## config.mk

```make
export PLATFORM = sky130hd
export DESIGN_NAME = a1a3_clock_phase_monitor
export DESIGN_NICKNAME = d
export VERILOG_FILES = /design/src/rtl/a1a3_clock_phase_monitor.sv
export SDC_FILE = /design/constraint.sdc
export NUM_CORES = 1
export LEC_CHECK = 0
export BUFFER_PORTS_ARGS = -buffer_cell sky130_fd_sc_hd__buf_2
export CAP_MARGIN = 20
export CORE_UTILIZATION = 50
export CTS_CLUSTER_DIAMETER = 40
export DETAILED_ROUTE_END_ITERATION = 7
export GPL_TIMING_DRIVEN = 0
export PLACE_DENSITY_LB_ADDON = 0.2
export SYNTH_ARGS = -nofsm -noshare
export SYNTH_HDL_FRONTEND = slang
export SYNTH_SLANG_ARGS = --single-unit
```

## constraint.sdc

```tcl
create_clock -name clk -period 1.9 [get_ports clk]
set_input_delay 0 -clock clk [delete_from_list [all_inputs] [get_ports clk]]
set_output_delay 0 -clock clk [all_outputs]
set_load 0.05 [all_outputs]
```

## src/rtl/a1a3_clock_phase_monitor.sv

```systemverilog
// A1A3 four-phase clock monitor: synchronises W/X/Y/Z, checks W->X->Y->Z order,
// derives bit-time/word-time timing and flags overlap, order and stall faults.
module a1a3_clock_phase_monitor #(
    parameter int unsigned BIT_TIMES   = 14,
    parameter int unsigned LOCK_CYCLES = 4,
    parameter int unsigned STALL_MAX   = 64
) (
    input  logic       clk,
    input  logic       rst,
    input  logic       w,
    input  logic       x,
    input  logic       y,
    input  logic       z,
    input  logic       fault_clr,
    output logic [1:0] phase,
    output logic       phase_stb,
    output logic [3:0] bit_time,
    output logic       word_stb,
    output logic       locked,
    output logic       fault,
    output logic [1:0] fault_code
);

    localparam int unsigned STALL_W = $clog2(STALL_MAX + 1);
    localparam int unsigned ROT_W   = $clog2(LOCK_CYCLES + 1);

    localparam logic [1:0] CODE_NONE    = 2'd0;
    localparam logic [1:0] CODE_OVERLAP = 2'd1;
    localparam logic [1:0] CODE_ORDER   = 2'd2;
    localparam logic [1:0] CODE_STALL   = 2'd3;

    typedef enum logic [1:0] {HUNT, SYNC, LOCKED, FAULT} state_t;

    state_t             state, state_nxt;
    logic [3:0]         sync1, sync2, sync3;
    logic [STALL_W-1:0] stall_cnt, stall_nxt, stall_inc;
    logic [ROT_W-1:0]   rot_cnt, rot_nxt, rot_inc;
    logic [1:0]         phase_nxt, code_nxt, exp_phase;
    logic [3:0]         bit_nxt, rise, exp_rise;
    logic               stb_nxt, word_nxt, multi_hi;

    // Bit 0 is W so a line index equals its phase number
    always_ff @(posedge clk or posedge rst) begin
        if (rst) begin
            state      <= HUNT;
            sync1      <= 4'd0;
            sync2      <= 4'd0;
            sync3      <= 4'd0;
            stall_cnt  <= '0;
            rot_cnt    <= '0;
            phase      <= 2'd0;
            phase_stb  <= 1'b0;
            bit_time   <= 4'd0;
            word_stb   <= 1'b0;
            locked     <= 1'b0;
            fault      <= 1'b0;
            fault_code <= CODE_NONE;
        end else begin
            state      <= state_nxt;
            sync1      <= {z, y, x, w};
            sync2      <= sync1;
            sync3      <= sync2;
            stall_cnt  <= stall_nxt;
            rot_cnt    <= rot_nxt;
            phase      <= phase_nxt;
            phase_stb  <= stb_nxt;
            bit_time   <= bit_nxt;
            word_stb   <= word_nxt;
            locked     <= (state_nxt == LOCKED);
            fault      <= (state_nxt == FAULT);
            fault_code <= code_nxt;
        end
    end

    assign multi_hi  = (sync2 & (sync2 - 4'd1)) != 4'd0;
    assign rise      = sync2 & ~sync3;
    assign exp_phase = phase + 2'd1;
    assign exp_rise  = 4'b0001 << exp_phase;
    assign stall_inc = stall_cnt + STALL_W'(1);
    assign rot_inc   = rot_cnt + ROT_W'(1);

    // Next-state: overlap beats order/stall; the fault code is only written on entry to FAULT
    always_comb begin
        state_nxt = state;
        stall_nxt = stall_cnt;
        rot_nxt   = rot_cnt;
        phase_nxt = phase;
        bit_nxt   = bit_time;
        code_nxt  = fault_code;
        stb_nxt   = 1'b0;
        word_nxt  = 1'b0;
        case (state)
            HUNT: begin
                stall_nxt = '0;
                if (multi_hi) begin
                    state_nxt = FAULT;
                    code_nxt  = CODE_OVERLAP;
                end else if (rise[0]) begin
                    state_nxt = SYNC;
                    phase_nxt = 2'd0;
                    stb_nxt   = 1'b1;
                    rot_nxt   = '0;
                end
            end
            SYNC, LOCKED: begin
                if (multi_hi) begin
                    state_nxt = FAULT;
                    code_nxt  = CODE_OVERLAP;
                end else if (rise == exp_rise) begin
                    phase_nxt = exp_phase;
                    stb_nxt   = 1'b1;
                    stall_nxt = '0;
                    if (exp_phase == 2'd0) begin
                        if (state == SYNC) begin
                            rot_nxt = rot_inc;
                            if (rot_inc == ROT_W'(LOCK_CYCLES)) begin
                                state_nxt = LOCKED;
                                bit_nxt   = 4'd0;
                            end
                        end else if (bit_time == 4'(BIT_TIMES - 1)) begin
                            bit_nxt  = 4'd0;
                            word_nxt = 1'b1;
                        end else begin
                            bit_nxt = bit_time + 4'd1;
                        end
                    end
                end else if (rise != 4'd0) begin
                    state_nxt = FAULT;
                    code_nxt  = CODE_ORDER;
                end else begin
                    stall_nxt = stall_inc;
                    if (stall_inc == STALL_W'(STALL_MAX)) begin
                        state_nxt = FAULT;
                        code_nxt  = CODE_STALL;
                    end
                end
            end
            FAULT: begin
                stall_nxt = '0;
                if (fault_clr) begin
                    state_nxt = HUNT;
                    code_nxt  = CODE_NONE;
                    bit_nxt   = 4'd0;
                end
            end
            default: state_nxt = HUNT;
        endcase
    end

endmodule

```

* Word-level counts from Yosys, hierarchy flattened *
Index checks and enable logic that the tools add are counted.

word-level totals
  input bits = 7
  flip-flop bits (word level) = 36

operators by class
  reduce and logical (&&, ||, !) cells = 13
  bitwise operators = 3
  $add $sub $neg = 5
  shifts and indexed selects = 1
  equality and inequality tests = 21
  mux-type cells = 53

operators with widths
  cell                                           number
  2-to-1 mux 2 bit                               20
  2-to-1 mux 4 bit                               7
  2-to-1 mux 7 bit                               3
  2-to-1 mux 3 bit                               6
  inequality test 2 bit (second input constant)  8
  case mux 7 bit (2 select lines)                1
  case mux 2 bit (3 select lines)                2
  2-to-1 mux 1 bit                               10
  inequality test 3 bit (second input constant)  3
  AND 4 bit                                      2
  == test 2 bit (second input constant)          4
  case mux 4 bit (2 select lines)                1
  nonzero test 4 bit                             2
  adder 7 x 1 -> 7 bit (second input constant)   1
  == test 7 bit (second input constant)          1
  AND reduction 7 bit                            1
  case mux 3 bit (2 select lines)                1
  AND reduction 6 bit                            1
  AND reduction 5 bit                            1
  adder 4 x 1 -> 4 bit (second input constant)   1
  == test 4 bit                                  1
  == test 4 bit (second input constant)          1
  zero test 2 bit                                2
  inequality test 4 bit (second input constant)  1
  other kinds (13)                               15

* Depth between registers and ports, before layout *
  depth after elaboration = 9
  gate-level depth with buffers = 8

* Worst setup path after synthesis *
Ideal clock, no wire load.

  path type = reg-to-reg
  start point = register phase[0]
  end point = register fault
  buffers on the path = 0
  arrival = 2.256 ns
  stages on the path, launching flop included = 8
  path slack = -0.429 ns
  library setup time = 0.073 ns
  period minus slack after synthesis = 2.329 ns
  path through = dfrtp_1 -> inv_1 -> ha_1 -> xnor2_1 -> nand4_2 -> or3_1 -> a311o_1 -> nor2b_1

between the ends
  cells in the longest elaborated chain, start to end = 7
  elaborated cells between the ends (all ways) = 9

ends and longest elaborated chain
  element                                                       RTL line  RTL
  from (decl)                                                   15        output logic [1:0] phase,
  from (signal assigned)                                        65        phase <= phase_nxt;
  adder 2 x 1 -> 2 bit (*)                                      77        assign exp_phase = phase + 2'd1;
  left shift 1 x 2 -> 4 bit or zero test 2 bit (tied branches)  78, 113
  == test 4 bit or 2-to-1 mux 2 bit (tied branches)             109, 113
  2-to-1 mux 2 bit (*)                                          109       end else if (rise == exp_rise) begin
  2-to-1 mux 2 bit (*)                                          106       if (multi_hi) begin
  case mux 2 bit (3 select lines) (*)                           92        case (state)
  == test 2 bit (*)                                             70        fault <= (state_nxt == FAULT);
  to (signal assigned)                                          70
  to (decl)                                                     20        output logic fault,

Mark *: on every way between the ends. The rest lies on a longest branch, timed or not.
A chain may end at the register's enable or synchronous reset.

* Final worst setup path *
Ends and elaborated chain as after synthesis.

==> summary.md <==
| Metric | Value |
|---|---|
| Netlist area before placement | `around 2000 um^2` |
| Fin Setup TNS | `-1.21 ns` |
| # setup viols final | `15` |
| RSZ-0062 raised after global routing | `true` |
| CP top delay family | `simple AND/OR/NAND/NOR gates` |
| Maximum vdd drop | `between 0.8 and 0.9 mV` |
| Relative slew slack | `about 56%` |
| GP Congestion | `between 0.8 and 0.9` |
| Worst-path clk slew | `0.08 ns` |
| Commonest cells after routing, fill and taps aside | `dfrtp_1, nand2_1, buf_2, buf_4, nor2_1` |
| Post-route clock period utilization | `108%` |
| Worst-Skew Late Latency | `between 0.2 and 0.3 ns` |
| Most common cell after layout, fill and taps aside | `dfrtp_1` |
| Final WL | `about 4.9 mm` |
| Flop and latch count out of synthesis | `36` |
| Total Routing Usage GR | `about 26%` |
| Setup crit start | `phase[0]$_DFFE_PP0P_` |
| Min cycle time layout | `about 2.1 ns` |
| Number of cells after detailed placement | `between 200 and 300` |
| Initial core utilization | `53.4%` |
| H-tree depth | `2` |
| Crit path to | `fault$_DFF_PP0_` |
| Worst setup margin | `-0.152 ns` |
| P&R area growth vs syn | `37.5%` |
| Setup Skew | `0.00533 ns` |
| Rows | `22` |
| Synth warn | `0` |
| FF-to-FF setup slack | `-0.15 ns` |
| Final Instance Area | `between 2000 and 3000 um^2` |
| Initial antenna violation count | `0` |
| GRT overflow | `0` |
| Leak pwr | `around 0.0012 uW` |
| Mapped Nets | `around 220` |
| Min-Delay Path Class | `input pin to flop` |
| Die area | `4260 um^2` |
| Cts bufs inserted | `5` |
| Syn avg cell area | `10.3 um^2` |
| WP buf/inv | `1` |
| Slowest cell on the critical path | `dfrtp_2` |
| Num ports | `19` |
| Worst EP arrival | `about 2.3 ns` |
| Failing checks | `negative setup slack` |
| Outcome | `finished, violations left` |
| Max Freq | `between 0.4 and 0.5 GHz` |
| Post-DP HPWL | `roughly 3.1 mm` |
| Critical path depth | `7` |
| WS Path Type | `flop to flop` |
| Core ar. | `~3700 um^2` |
| Register area share after synthesis | `a little under half` |
| Layout cells sized above 1 | `40.7%` |
| Largest net degree at the start of global routing | `23` |
| DR WL/cell | `~17 um` |
| Critical Path Fanout Max | `5` |
| Slowest cell delay on critical path | `roughly 0.49 ns` |
| Worst-Margin Slew | `about 0.65 ns` |
| Die Span Y | `approximately 65 um` |
| NumNets Final | `around 260` |
| RR Startpoint | `phase[0]$_DFFE_PP0P_` |
| Worst r2r path cells | `7` |
| Power Total | `3810 uW` |
| Reg-to-reg endpoint | `fault$_DFF_PP0_` |
| # diodes | `0` |
| Worst setup SP type | `flop` |
| Fin. max-slew vios | `0` |
| Primary FF master, synth | `dfrtp_1` |
| Non-filler cells, final | `between 200 and 300` |
| Port bufs | `18` |
| CTS root buffer | `clkbuf_8` |
| Power Density | `1390 nW/um^2` |
| Die X | `65.2 um` |
| Post-Syn Instances | `195` |
| DR vias | `between 1.5k and 2k` |
| First-pass GRT wire length | `8.18 mm` |
| EDFF count, synth | `0` |
| CP cell instances | `inv_4, ha_4, xnor2_4, nand4_4, or3_4, a311o_1, nor2b_1` |
| DRC Markers | `0` |
| Hold path start | `fault_clr` |
| ANT nets after route | `0` |
| Via density per instance | `between 5 and 6` |
| CTS tree | `built` |
| Number of global-route vias before repair | `between 1.5k and 2k` |
| # clock sinks | `36` |
| Worst EP required | `between 2 and 2.5 ns` |
| Yosys cell types | `58` |
| Synth async-reset ratio | `100%` |
| Crit path capture type | `flop` |
| Placed cell areas | `~2200 um^2` |
| Initial DRC count | `~130` |
| Final Hold Fails | `0` |
| Max-cap violations | `0` |
| Drt first pass iters | `4` |
| Clk buf depth | `2` |
## cells by family after synthesis
kind of cell / synth area share [%]
AND/OR/NAND/NOR: 24.3
XOR/XNOR: 3.76
multiplexers: 0.563
adder cells (fa/ha/maj): 9.26
buffers and inverters: 2.50
AO/OA/AOI/OAI: 14.5
flip-flops: 45.1
## layout make-up
type | instances | area, um^2
Buffer | 3 | 23.8
Clock buffer | 5 | 68.8
Clock inverter | 3 | 23.8
Fill cell | 256 | 993
Inverter | 9 | 38.8
Multi-Input combinational cell | 146 | 1320
Sequential cell | 36 | 908
Tap cell | 48 | 60.1
Timing Repair Buffer | 39 | 304
## through the flow
step	setup slack [ns]	util (%)	hold slack, ns
final	-0.152	73.5	0.119
after floorplan	-0.111	-	0.0314
after CTS	-0.0969	68.5	0.151
after global placement	-0.292	58.4	0.110
after global routing	-0.213	73.5	0.143
after detailed placement	-0.418	59.1	0.110
## where the power goes
group | internal (uW) | leakage [uW] | switching (uW)
registers | 916 | 0.000445 | 150
logic | 908 | 0.000715 | 1290
clock network | 259 | 0.0000404 | 290
total | 2080 | 0.00120 | 1730
## synth_stat cells, types with 2 or more instances
| library cell | n | area (um^2) |
|---|---|---|
| dfrtp_1 | 36 | 901 |
| nand2_1 | 26 | 97.6 |
| ha_1 | 14 | 175 |
| nor2_1 | 10 | 37.5 |
| inv_1 | 9 | 33.8 |
| nand3_1 | 9 | 45.0 |
| o21ai_0 | 8 | 40.0 |
| o21ai_1 | 6 | 30.0 |
| nor2b_1 | 5 | 31.3 |
| a211o_1 | 4 | 35.0 |
| and3_1 | 4 | 25.0 |
| nor3_1 | 4 | 20.0 |
| clkbuf_1 | 3 | 11.3 |
| or3_1 | 3 | 18.8 |
| xnor2_1 | 3 | 26.3 |
| xnor2_2 | 3 | 48.8 |
| a21oi_1 | 2 | 10.0 |
| and2b_1 | 2 | 15.0 |
| nand2b_1 | 2 | 12.5 |
| nand3b_1 | 2 | 15.0 |
| nor3b_1 | 2 | 15.0 |
| or4_1 | 2 | 15.0 |
## worst register-to-register path: stages, from the launching register on
cell	delay, ns
dfrtp_2	0.49
inv_4	0.08
ha_4	0.18
xnor2_4	0.19
nand4_4	0.17
or3_4	0.42
a311o_1	0.32
nor2b_1	0.14
## worst min-delay path by stage
| stage | to | cells past startpoint |
|---|---|---|
| floorplan | sync1[0]$_DFF_PP0_ | 0 |
| finish | bit_time[1]$_DFFE_PP0P_ | 4 |
| detailed placement | sync1[0]$_DFF_PP0_ | 1 |
| CTS | bit_time[1]$_DFFE_PP0P_ | 4 |
| global placement | sync1[3]$_DFF_PP0_ | 1 |
| global route | bit_time[1]$_DFFE_PP0P_ | 4 |
## per-layer routing
| layer | GRT usage [%] | up-vias | part of all wire [%] |
|---|---|---|---|
| met5 | 0 | - | 0 |
| met1 | 32.9 | 834 | 44 |
| met4 | 9.51 | 0 | 1.7 |
| met2 | 43.7 | 42 | 51 |
| li1 | - | 789 | - |
| met3 | 5.38 | 9 | 3.3 |
## flip-flops by register name, summed over array words and instances, names as in the netlist
signal,flops
phase_stb,1
stall_cnt,7
fault_code,2
locked,1
sync2,4
word_stb,1
state,2
rot_cnt,3
bit_time,4
phase,2
sync3,4
sync1,4
fault,1
## repair_timing
item                       in CTS  in global routing
resized for setup              24                 35
hold buffers                    5                  0
pin swaps                       8                 16
setup endpoints to repair      20                 23
hold endpoints to repair       18                  0
buffers inserted                8                  7
No activity file was read; power rests on OpenSTA's default activity.
